## config.mk

```make
export PLATFORM = sky130hd
export DESIGN_NAME = traffic_light_controller
export DESIGN_NICKNAME = d
export VERILOG_FILES = /design/src/rtl/traffic_pkg.sv /design/src/rtl/traffic_light_controller_counter.sv /design/src/rtl/traffic_light_controller.sv
export SDC_FILE = /design/constraint.sdc
export NUM_CORES = 1
export LEC_CHECK = 0
export ABC_AREA = 1
export BUFFER_PORTS_ARGS = -buffer_cell sky130_fd_sc_hd__buf_4
export CORE_UTILIZATION = 64
export DETAILED_ROUTE_END_ITERATION = 12
export PLACE_DENSITY_LB_ADDON = 0.25
export SYNTH_ARGS = -nofsm -noshare
export SYNTH_HDL_FRONTEND = slang
export SYNTH_SLANG_ARGS = --single-unit
```

## constraint.sdc

```tcl
create_clock -name clock_i -period 3.31 [get_ports clock_i]
set_input_delay 0.331 -clock clock_i [delete_from_list [all_inputs] [get_ports clock_i]]
set_output_delay 0.331 -clock clock_i [all_outputs]
set_load 0.03 [all_outputs]
```

## src/rtl/traffic_pkg.sv

```systemverilog
// Package: traffic_pkg
//   Shared types and constants for the traffic light controller.
//   - phase_t     : the seven controller phases
//   - LIGHT_*     : lamp encodings {red,yellow,green}
//   - lights_t    : main/side lamp pair
//   - decode_lights(): maps a phase (plus flash state) to the lamp pair
package traffic_pkg;

    typedef enum logic [2:0] {
        MAIN_GREEN,
        MAIN_YELLOW,
        ALL_RED_1,
        SIDE_GREEN,
        SIDE_YELLOW,
        ALL_RED_2,
        FLASH
    } phase_t;

    localparam logic [2:0] LIGHT_RED    = 3'b100;
    localparam logic [2:0] LIGHT_YELLOW = 3'b010;
    localparam logic [2:0] LIGHT_GREEN  = 3'b001;
    localparam logic [2:0] LIGHT_OFF    = 3'b000;

    typedef struct packed {
        logic [2:0] main_light;
        logic [2:0] side_light;
    } lights_t;

    function automatic lights_t decode_lights(input phase_t phase, input logic flash_on);
        lights_t lights;
        lights.main_light = LIGHT_RED;
        lights.side_light = LIGHT_RED;
        case (phase)
            MAIN_GREEN:  lights.main_light = LIGHT_GREEN;
            MAIN_YELLOW: lights.main_light = LIGHT_YELLOW;
            SIDE_GREEN:  lights.side_light = LIGHT_GREEN;
            SIDE_YELLOW: lights.side_light = LIGHT_YELLOW;
            FLASH: begin
                lights.main_light = flash_on ? LIGHT_YELLOW : LIGHT_OFF;
                lights.side_light = flash_on ? LIGHT_YELLOW : LIGHT_OFF;
            end
            default: ;  // both all-red phases keep the red defaults
        endcase
        return lights;
    endfunction

endpackage

```

## src/rtl/traffic_light_controller_counter.sv

```systemverilog
// Module: traffic_light_controller_counter
//   Free-running modulo counter used as the tick prescaler.
//   Ports:
//     clk_i      in  clock, rising edge
//     reset_n_i  in  asynchronous active-low reset (count returns to 0)
//     enable_i   in  count advances only while high; holds otherwise
//     carry_o    out high while the count sits at MODULUS-1 (terminal count)
module traffic_light_controller_counter #(
    parameter int unsigned MODULUS = 10,
    parameter int unsigned WIDTH   = (MODULUS > 1) ? $clog2(MODULUS) : 1
) (
    input  logic clk_i,
    input  logic reset_n_i,
    input  logic enable_i,
    output logic carry_o
);

    localparam logic [WIDTH-1:0] LAST = WIDTH'(MODULUS - 1);

    logic [WIDTH-1:0] count_q;

    // NOTE: sequential state uses non-blocking assignments so every register
    // samples pre-edge values, independent of process ordering.
    always_ff @(posedge clk_i or negedge reset_n_i) begin
        if (!reset_n_i) begin
            count_q <= '0;
        end else if (enable_i) begin
            count_q <= (count_q == LAST) ? '0 : count_q + 1'b1;
        end
    end

    assign carry_o = (count_q == LAST);

endmodule

```

## src/rtl/traffic_light_controller.sv

```systemverilog
// Module: traffic_light_controller
//   Phase sequencer for a main/side intersection with a pedestrian crossing.
//   A prescaler derives a slow tick; each timed phase counts down in ticks.
//   Main road rests in green until a latched side or pedestrian request is
//   pending and the minimum green time has elapsed. Emergency forces a
//   flashing-yellow phase from anywhere.
//   Ports:
//     clock_i        in  system clock, rising edge
//     reset_i        in  asynchronous active-high reset
//     enable_i       in  prescaler runs while high; timing frozen while low
//     side_sensor_i  in  side-road vehicle present (level or pulse)
//     ped_request_i  in  pedestrian button (pulse)
//     emergency_i    in  level; high forces FLASH
//     main_light_o   out main-road lamp {red,yellow,green}
//     side_light_o   out side-road lamp {red,yellow,green}
//     ped_walk_o     out walk signal, only during SIDE_GREEN
//     remaining_o    out ticks left in the current timed phase
module traffic_light_controller
    import traffic_pkg::*;
#(
    parameter int unsigned tick_div         = 50_000_000,
    parameter int unsigned main_green_min   = 30,
    parameter int unsigned side_green_ticks = 20,
    parameter int unsigned yellow_ticks     = 3,
    parameter int unsigned all_red_ticks    = 2
) (
    input  logic       clock_i,
    input  logic       reset_i,
    input  logic       enable_i,
    input  logic       side_sensor_i,
    input  logic       ped_request_i,
    input  logic       emergency_i,
    output logic [2:0] main_light_o,
    output logic [2:0] side_light_o,
    output logic       ped_walk_o,
    output logic [7:0] remaining_o
);

    generate
        if (tick_div < 2 ||
            main_green_min   < 1 || main_green_min   > 255 ||
            side_green_ticks < 1 || side_green_ticks > 255 ||
            yellow_ticks     < 1 || yellow_ticks     > 255 ||
            all_red_ticks    < 1 || all_red_ticks    > 255) begin : g_bad_params
            $error("traffic_light_controller: durations must be 1..255 and tick_div >= 2");
        end
    endgenerate

    localparam logic [7:0] MAIN_GREEN_TICKS = 8'(main_green_min);
    localparam logic [7:0] SIDE_GREEN_TICKS = 8'(side_green_ticks);
    localparam logic [7:0] YELLOW_TICKS     = 8'(yellow_ticks);
    localparam logic [7:0] ALL_RED_TICKS    = 8'(all_red_ticks);

    // ------------------------------------------------------------------
    // Tick prescaler
    // ------------------------------------------------------------------
    logic prescale_rst_n;
    logic prescale_carry;
    logic tick;

    assign prescale_rst_n = ~reset_i;

    traffic_light_controller_counter #(
        .MODULUS (tick_div)
    ) u_prescaler (
        .clk_i     (clock_i),
        .reset_n_i (prescale_rst_n),
        .enable_i  (enable_i),
        .carry_o   (prescale_carry)
    );

    // Carry alone stays high while the prescaler is frozen at terminal count.
    assign tick = prescale_carry & enable_i;

    // ------------------------------------------------------------------
    // State
    // ------------------------------------------------------------------
    phase_t     phase_q,     phase_d;
    logic [7:0] remaining_q, remaining_d;
    logic       side_req_q,  side_req_d;
    logic       ped_req_q,   ped_req_d;
    logic       flash_on_q,  flash_on_d;
    logic       ped_walk_q,  ped_walk_d;
    logic       enter_side;

    always_ff @(posedge clock_i or posedge reset_i) begin
        if (reset_i) begin
            phase_q     <= ALL_RED_2;
            remaining_q <= ALL_RED_TICKS;
            side_req_q  <= 1'b0;
            ped_req_q   <= 1'b0;
            flash_on_q  <= 1'b0;
            ped_walk_q  <= 1'b0;
        end else begin
            phase_q     <= phase_d;
            remaining_q <= remaining_d;
            side_req_q  <= side_req_d;
            ped_req_q   <= ped_req_d;
            flash_on_q  <= flash_on_d;
            ped_walk_q  <= ped_walk_d;
        end
    end

    // NOTE: every signal driven here is given a default first, so no path
    // through the block leaves it unassigned and no latch is inferred.
    always_comb begin
        phase_d     = phase_q;
        remaining_d = remaining_q;
        flash_on_d  = flash_on_q;

        if (emergency_i) begin
            // Emergency bypasses the tick and enable: takes effect next edge.
            phase_d     = FLASH;
            remaining_d = 8'd0;
            if (phase_q != FLASH) begin
                flash_on_d = 1'b1;
            end else if (tick) begin
                flash_on_d = ~flash_on_q;
            end
        end else if (phase_q == FLASH) begin
            phase_d     = ALL_RED_2;
            remaining_d = ALL_RED_TICKS;
        end else if (tick) begin
            if (phase_q == MAIN_GREEN) begin
                if (remaining_q > 8'd1) begin
                    remaining_d = remaining_q - 8'd1;
                end else if (side_req_q || ped_req_q) begin
                    phase_d     = MAIN_YELLOW;
                    remaining_d = YELLOW_TICKS;
                end else begin
                    // Minimum green served, nobody waiting: rest at zero.
                    remaining_d = 8'd0;
                end
            end else if (remaining_q > 8'd1) begin
                remaining_d = remaining_q - 8'd1;
            end else begin
                case (phase_q)
                    MAIN_YELLOW: begin
                        phase_d     = ALL_RED_1;
                        remaining_d = ALL_RED_TICKS;
                    end
                    ALL_RED_1: begin
                        phase_d     = SIDE_GREEN;
                        remaining_d = SIDE_GREEN_TICKS;
                    end
                    SIDE_GREEN: begin
                        phase_d     = SIDE_YELLOW;
                        remaining_d = YELLOW_TICKS;
                    end
                    SIDE_YELLOW: begin
                        phase_d     = ALL_RED_2;
                        remaining_d = ALL_RED_TICKS;
                    end
                    default: begin  // ALL_RED_2
                        phase_d     = MAIN_GREEN;
                        remaining_d = MAIN_GREEN_TICKS;
                    end
                endcase
            end
        end

        enter_side = (phase_d == SIDE_GREEN) && (phase_q != SIDE_GREEN);

        // Requests are consumed on SIDE_GREEN entry; a request arriving in
        // that same cycle survives for the next cycle of service.
        side_req_d = side_sensor_i | (side_req_q & ~enter_side);
        ped_req_d  = ped_request_i | (ped_req_q  & ~enter_side);

        if (phase_d == SIDE_GREEN) begin
            ped_walk_d = enter_side ? ped_req_q : ped_walk_q;
        end else begin
            ped_walk_d = 1'b0;
        end
    end

    // ------------------------------------------------------------------
    // Outputs: decoded from registered state only
    // ------------------------------------------------------------------
    lights_t lights;

    assign lights       = decode_lights(phase_q, flash_on_q);
    assign main_light_o = lights.main_light;
    assign side_light_o = lights.side_light;
    assign ped_walk_o   = ped_walk_q;
    assign remaining_o  = remaining_q;

endmodule

```

==> metrics.txt <==
TritonCTS buffer count 5; core area 3800 um^2; Slew Limit Headroom 33.3%; multi-input logic area 1350 um^2; Worst setup SP type register; Worst Hold Class in -> reg; top_reg_cell synth dfrtp_1; RePlAce Congestion 0.951; # Post-CTS Setup Buffers 0; die area 4350 um^2; clk_skew 0.0159 ns; largest net degree at the start of global routing 26; leading cell type in the layout, fill and taps excluded nand2_1; CTS root buf clkbuf_8; row count 22; Worst-Skew Late Latency 0.30 ns; Max Slew Vio Count 0; Data required, critical path 2.98 ns; RSZ-0062 raised after global routing false; flop2flop setup slack 1.25 ns; H-tree depth 2; hold path cells 2; detailed-route vias per instance 5.64; count of cell types in the netlist 36; Initial Utilization 68.9%; Max Cap Violations 0; leakage 1.53 nW; Bufs on Longest Clock Path 2; critical-path maximum fanout 6; CTS tree done; WL/cell 13.4 um; clock share of power 26.9%; Iteration-0 DRC Markers 251; antenna violation net count after detailed routing 0; CTS clk-pin slew, worst paths 0.07 ns; RR Endpoint remaining_o[2]$_DFFE_PP0P_; first-pass GRT wire length 10.1 mm; Pre-antenna DRT Iters 6; IO buf count 20; Power Density 535 nW/um^2; number of fill cells 281; Yosys reg bits 41; drc violations 0; crit end category primary output; peak supply drop 0.397 mV; post-cts gate resize count 0; final hold vios 0; total of warnings raised by yosys 0; most frequent cells in the layout 89 x nand2_1, 56 x nor2_1, 53 x inv_1; period utilization 63.6%; setup tns final 0 ns; startpoint of the worst hold path emergency_i; Sw Share 37.4%; Worst-Margin Slew 0.999 ns; Die Y-Extent 65.9 um; Synth Instances 373; initial antenna violation count 0; Avg Inst Size Synth 7.01 um^2; EDFF count, synth 0; all-layer global routing usage 30.4%; sequential share of power 42.4%; layout cells sized above 1 14.8%; nets 408; io pins 21; Hold EP phase_q[0]$_DFF_PP1_; Psw 589 uW; vias 2525; Syn Std Cell Area 2620 um^2; DP HPWL 4.51 mm; Remaining Overflow, GRT 0; fin crit period 2.10 ns; Clock Sinks 41; post-cts hold buffer count 0; WP data arrival 1.77 ns; Antenna Cells 0; Area contributors post-synth dfrtp_1 36%, nand2_1 13%, nor2_1 8.0%, inv_1 7.6%, nand3_1 5.7%; Crit Path Category reg -> out; register area 1030 um^2; DIE WIDTH 65.9 um; Final setup viols 0; Int Pwr 984 uW; R2R cell count 11; reg2reg start u_prescaler.count_q[11]$_DFFE_PP0P_; fin util 77.4%; Gate power share 30.7%; area grow syn2layout 12.4%; final wirelength 6.01 mm; post-synthesis sequential area ratio 39.4%; syn_nets 382; share of the synthesized area in the top cell type 36.3%; outcome completed; Synth area leader dfrtp_1; Fmax 475 MHz; ys async rst share 100%; vias in the first global route 2298
## state kept, by name, indices dropped and copies added, names as in the netlist
| register | cells |
|---|---|
| u_prescaler.count_q | 26 |
| remaining_o | 8 |
| phase_q | 3 |
| flash_on_q | 1 |
| ped_req_q | 1 |
| ped_walk_o | 1 |
| side_req_q | 1 |
## synth_stat cells, types with 2 or more instances
| library cell | number |
|---|---|
| nor2_1 | 56 |
| nor2_2 | 6 |
| dfrtp_1 | 38 |
| nor3_2 | 2 |
| ha_1 | 3 |
| nand4_1 | 5 |
| nand3_1 | 30 |
| inv_2 | 7 |
| inv_1 | 53 |
| nor3_1 | 7 |
| nand2_1 | 89 |
| nor2_4 | 3 |
| a21oi_1 | 22 |
| o21ai_0 | 20 |
| xor2_1 | 7 |
| xnor2_1 | 2 |
| nor3_4 | 2 |
| dfstp_2 | 3 |
## worst max-delay path: stages (launching register included)
cell and delay [ns]:
dfstp_2 0.58, inv_1 0.12, nor3_4 0.19, inv_1 0.15
nor2_1 0.14, inv_1 0.06, o21ai_0 0.07, buf_4 0.18
## through the flow
step                std cells  total power [mW]  area [um^2]  worst slack [ns]  hold WS (ns)
finish                    448              1.57         2940              1.21         0.182
global route              448              1.67         2940              1.03         0.183
CTS                       448              1.56         2940              1.20         0.173
detailed placement        440              1.14         2830              1.31         0.473
global placement          440              1.13         2830              1.38         0.456
floorplan                 373              1.02         2620              1.44         0.364
## logic make-up (layout without fill, tap and decap cells)
family	after synthesis	after routing	share of synthesized area [%]
AND/OR/NAND/NOR	208	208	36.5
AO/OA/AOI/OAI	50	50	10.8
XOR/XNOR	9	9	3.01
buffers and inverters	62	89	8.94
adder cells (fa/ha/maj)	3	3	1.43
flip-flops	41	41	39.4
## power groups by stage
stage	Sequential [mW]	Clock (mW)	Combinational (mW)
floorplan	0.666	0	0.354
global placement	0.669	0	0.464
detailed placement	0.673	0	0.472
CTS	0.664	0.425	0.476
global route	0.679	0.446	0.542
finish	0.667	0.422	0.483
## per-layer routing
metal | vias to the layer above | wire length [um] | track usage [%]
met3 | 12 | 420 | 5.00
met4 | 0 | 85 | 9.57
met5 | - | 0 | 0
met1 | 1145 | 2730 | 41.9
li1 | 1240 | - | -
met2 | 128 | 2770 | 48.6
## area by class of cell
type | instances | area share [%]
timing repair buffer | 21 | 5.36
clock inverter | 1 | 1.02
sequential | 41 | 35.0
tap | 48 | 2.04
clock buffer | 7 | 2.93
multi-input combinational | 270 | 46.0
inverter | 60 | 7.66
## worst max-delay path by stage
| stage | end | from |
|---|---|---|
| floorplan | ped_req_q$_DFF_PP0_ | remaining_o[1]$_DFFE_PP1P_ |
| global placement | side_req_q$_DFF_PP0_ | remaining_o[1]$_DFFE_PP1P_ |
| detailed placement | remaining_o[4]$_DFFE_PP0P_ | u_prescaler.count_q[0]$_DFFE_PP0P_ |
| CTS | main_light_o[1] | phase_q[2]$_DFF_PP1_ |
| global route | main_light_o[1] | phase_q[2]$_DFF_PP1_ |
| finish | main_light_o[1] | phase_q[2]$_DFF_PP1_ |
Power figures use the tool's default switching activity.
